File: src/rtl/mult_check_pkg.sv
// mult_check_pkg: shared sequencer states, sizing helpers and popcount for the multiplier checker.
package mult_check_pkg;

    typedef enum logic [1:0] {IDLE, APPLY, CHECK, DONE} state_t;

    localparam int DEF_WIDTH = 2;
    localparam int CNT_W     = 4;

    function automatic int prod_w(input int w);
        return 2 * w;
    endfunction

    function automatic int vec_count(input int w);
        return 1 << (2 * w);
    endfunction

    function automatic int unsigned popcount(input logic [63:0] v);
        int unsigned n = 0;
        for (int i = 0; i < 64; i++) n += 32'(v[i]);
        return n;
    endfunction

endpackage

File: src/rtl/mult_golden_cmp.sv
// mult_golden_cmp: compares a candidate product against the exact A*B.
// hd_o (bit-error count) exists only when MULT_CHECK_HAMMING_EN is defined.
module mult_golden_cmp
    import mult_check_pkg::*;
#(
    parameter int WIDTH = 2
) (
    input  logic [WIDTH-1:0]               a_i,
    input  logic [WIDTH-1:0]               b_i,
    input  logic [2*WIDTH-1:0]             p_i,
`ifdef MULT_CHECK_HAMMING_EN
    output logic [$clog2(2*WIDTH+1)-1:0]   hd_o,
`endif
    output logic                           mismatch_o
);
    localparam int PW = prod_w(WIDTH);

    logic [PW-1:0] gold;
    logic [PW-1:0] diff;

    assign gold       = PW'(a_i) * PW'(b_i);
    assign diff       = gold ^ p_i;
    assign mismatch_o = |diff;
`ifdef MULT_CHECK_HAMMING_EN
    assign hd_o = ($clog2(2*WIDTH+1))'(popcount(64'(diff)));
`endif

endmodule

File: config.mk
export PLATFORM = sky130hd
export DESIGN_NAME = mult_golden_cmp
export DESIGN_NICKNAME = d
export VERILOG_FILES = /design/src/rtl/mult_check_pkg.sv /design/src/rtl/mult_golden_cmp.sv
export SDC_FILE = /design/constraint.sdc
export NUM_CORES = 1
export LEC_CHECK = 0
export ABC_CLOCK_PERIOD_IN_PS = 1200
export BUFFER_PORTS_ARGS = -buffer_cell sky130_fd_sc_hd__buf_4
export CAP_MARGIN = 40
export CORE_AREA = 4 4 41 43
export DETAILED_ROUTE_END_ITERATION = 16
export DIE_AREA = 0 0 45 47
export PLACE_DENSITY_LB_ADDON = 0.08
export SKIP_LAST_GASP = 1
export SLEW_MARGIN = 5
export SYNTH_ARGS = -nofsm -noshare
export SYNTH_HDL_FRONTEND = slang
export SYNTH_SLANG_ARGS = --single-unit
export TNS_END_PERCENT = 30
File: constraint.sdc
create_clock -name vclk -period 1.2
set_input_delay 0.18 -clock vclk [all_inputs]
set_output_delay 0.18 -clock vclk [all_outputs]
set_load 0.01 [all_outputs]
## Yosys cells after proc, flatten, opt, wreduce, memory -nomap -nowiden

Cells that the tools add are included.

| storage, ports and cells | value |
|---|---|
| flip-flop bits (word level) | 0 |
| output and inout port bits | 1 |
| logic and storage cells | 3 |

| cells by class | value |
|---|---|
| bitwise operators | 1 |
| multiply operators | 1 |
| reductions and logical operators | 1 |

Operators by type and width:

| operator | number |
|---|---|
| 2-bit by 2-bit multiplier with 4-bit output | 1 |
| 4-bit OR reduction | 1 |
| 4-bit bitwise XOR | 1 |

## Logic depth before layout (Yosys ltp)

| depth | value |
|---|---|
| word-level depth | 3 |
| mapped depth | 5 |
| depth with buffers taken out | 5 |

## Least setup slack after synthesis

OpenSTA, ideal clock, no wires.

| timing | value |
|---|---|
| kind | input -> output |
| from | input b_i[1] |
| to | output mismatch_o |
| buffers on the path | 0 |
| stages on the path | 5 |
| setup slack | -0.082 ns |
| arrival | 1.102 ns |
| cells stage by stage | and2_1 ha_1 ha_1 xnor2_1 o2111ai_1 |

| on the way | value |
|---|---|
| cells in the longest elaborated chain, start to end | 3 |

Ends and longest elaborated chain:

| item | RTL line | RTL |
|---|---|---|
| from (decl) | mult_golden_cmp.sv:9 | `input logic [WIDTH-1:0] b_i,` |
| 2-bit by 2-bit multiplier with 4-bit output | mult_golden_cmp.sv:21 | `assign gold = PW'(a_i) * PW'(b_i);` |
| 4-bit bitwise XOR | mult_golden_cmp.sv:22 | `assign diff = gold ^ p_i;` |
| 4-bit OR reduction | mult_golden_cmp.sv:23 | `assign mismatch_o = \|diff;` |
| to (decl) | mult_golden_cmp.sv:14 | `output logic mismatch_o` |

Every way passes these cells.

## Worst setup path in the final report

| timing | value |
|---|---|
| from | input b_i[0] |
| to | output mismatch_o |

The elaborated chain is that of the path after synthesis.

==> impl_metrics.env <==
export IMPL_grt_start_max_net_pins=3
export IMPL_cpMaxStageDelayCell="ha_4"
export IMPL_synth_xor_area_share_pct=29.2
export IMPL_crit_fanout=2
export IMPL_dp_cells=37
export IMPL_grt_pass1_wl_um=517
export IMPL_p_sw_mw=0.0256
export IMPL_nFlopsAndLatches=0
export IMPL_hold_class="in2out"
export IMPL_io_pins=9
export IMPL_synth_cell_types=6
export IMPL_post_place_ws_ps=-258
export IMPL_dpl_instance_area_um2=220
export IMPL_areaGrowthSynthToFinish_pct=182
export IMPL_cp_startpoint="b_i[0]"
export IMPL_antenna_cells=0
export IMPL_rows=13
export IMPL_dieArea_mm2=0.00212
export IMPL_core_area_mm2=0.00130
export IMPL_die_w_um=45
export IMPL_power_leakage_nw=0.107
export IMPL_overflow=0
export IMPL_syn_area_um2=90.1
export IMPL_grt_usage_pct=3.23
export IMPL_cp_common_cell="ha_4"
export IMPL_dieHeight_um=47
export IMPL_slew_viol_final=0
export IMPL_start_util_pct=6.92
export IMPL_period_share_pct=115
export IMPL_finalCoreUtilization_pct=19.5
export IMPL_fmax_ghz=0.722
export IMPL_drc=0
export IMPL_drive_above_1_share_pct=81.8
export IMPL_seqPwrFrac_pct=0
export IMPL_pwr_share_clk_pct=0
export IMPL_synth_compound_area_share_pct=15.3
export IMPL_worstPathBufferInverterCount=2
export IMPL_yosysSeqAreaShare_pct=0
export IMPL_layout_commonest_cell="buf_4"
export IMPL_via_count=118
export IMPL_crit_type="in2out"
export IMPL_p_int_mw=0.0523
export IMPL_fin_area_um2=254
export IMPL_port_buffers=9
export IMPL_hp_start="p_i[2]"
export IMPL_whs_ps=677
export IMPL_synthSimpleGateAreaFrac_pct=27.8
export IMPL_seq_area_um2=0
export IMPL_clock_buffers=0
export IMPL_cpPeakStageDelay_ps=260
export IMPL_syn_avg_cell_area_um2=8.19
export IMPL_post_cts_buffers=0
export IMPL_synth_top_family_by_area="XOR/XNOR gates"
export IMPL_finalWirelength_um=284
export IMPL_switching_share_pct=32.8
export IMPL_critical_path_top_delay_family="adder cells"
export IMPL_setup_ws_ps=-186
export IMPL_hold_viol_final=0
export IMPL_grt_pass1_vias=124
export IMPL_crit_arrival_ps=1210
export IMPL_vdd_drop_max_v=0.0000725
export IMPL_synthAdderAreaFrac_pct=27.8
export IMPL_vias_per_cell=3.19
export IMPL_drt_pre_antenna_iters=1
export IMPL_synthesis_instances=11
export IMPL_fin_tns_setup_ps=-186
export IMPL_finalCriticalPeriod_ps=1390
export IMPL_setup_violations=1
export IMPL_cap_violations=0
export IMPL_violations="negative setup slack"
export IMPL_end_kind="output port"
export IMPL_combPwrFrac_pct=100.0
export IMPL_fin_cells=37
export IMPL_post_drt_wl_per_cell_um=7.68
export IMPL_crit_chain="buf_6 -> and2_4 -> ha_4 -> ha_4 -> xnor2_2 -> o2111ai_2 -> buf_4"
export IMPL_worstMarginPinSlew_ps=162
export IMPL_hold_buffers=0
export IMPL_rsz0062_at_grt="yes"
export IMPL_yosysWarnings=0
export IMPL_status="finished with violations"
export IMPL_syn_num_nets=21
export IMPL_nets=34
export IMPL_antenna_found_initial=0
export IMPL_cellPowerDensity_mw_per_mm2=307
export IMPL_synth_mux_area_share_pct=0
export IMPL_cp_start_kind="primary input"
export IMPL_drtIter0Drc=0
export IMPL_required_ps=1020
export IMPL_design_power_total_mw=0.0779
export IMPL_final_cell_mix="8 x buf_4, 3 x buf_6, 2 x and2_4, 2 x xnor2_2, 2 x ha_4"
export IMPL_relSlewSlack_pct=89.1
export IMPL_place_gp_congestion=0.589
export IMPL_drt_antenna_violating_nets=0
## area by class of cell
type | instances | area [µm²]
Timing Repair Buffer | 11 | 93.8
Tap cell | 15 | 18.8
Multi-Input combinational cell | 11 | 141
Fill cell | 151 | 1050
## path summary, 6_finish.rpt
| check | to | slack [ps] | cells past startpoint |
|---|---|---|---|
| min | mismatch_o | 680 | 4 |
| max | mismatch_o | -190 | 7 |
## kinds of logic after synthesis
| group | Yosys count |
|---|---|
| simple gates | 4 |
| fa+ha+maj | 2 |
| xor+xnor | 3 |
| compound gates | 2 |
## repair_timing
action,4_1_cts,5_1_grt
setup endpoints to repair,1,1
gates resized for setup,7,0
pin swaps,5,1
gates cloned,0,0
## per-layer routing
| layer | vias to the layer above | part of all wire (%) | global-route usage (%) | wire (µm) |
|---|---|---|---|---|
| met5 | - | 0 | 0 | 0 |
| met4 | 0 | 0 | 0 | 0 |
| met3 | 0 | 17 | 0.766 | 48 |
| met2 | 6 | 45 | 5.65 | 127 |
| met1 | 50 | 38 | 4.28 | 108 |
| li1 | 62 | - | - | - |
## synth_stat cells
cell,instances,share of area (%)
and3_1,1,6.9
a21oi_1,1,5.6
o2111ai_1,1,9.7
xnor2_1,3,29
ha_1,2,28
and2_1,3,21
## power by group through the flow
stage | logic [mW] | registers [mW] | clock network [mW]
2_1_floorplan | 0.0330 | 0 | 0
3_3_place_gp | 0.0672 | 0 | 0
3_5_place_dp | 0.0670 | 0 | 0
4_1_cts | 0.0797 | 0 | 0
5_1_grt | 0.0854 | 0 | 0
6_report | 0.0779 | 0 | 0
(Power assumes the default switching activity.)
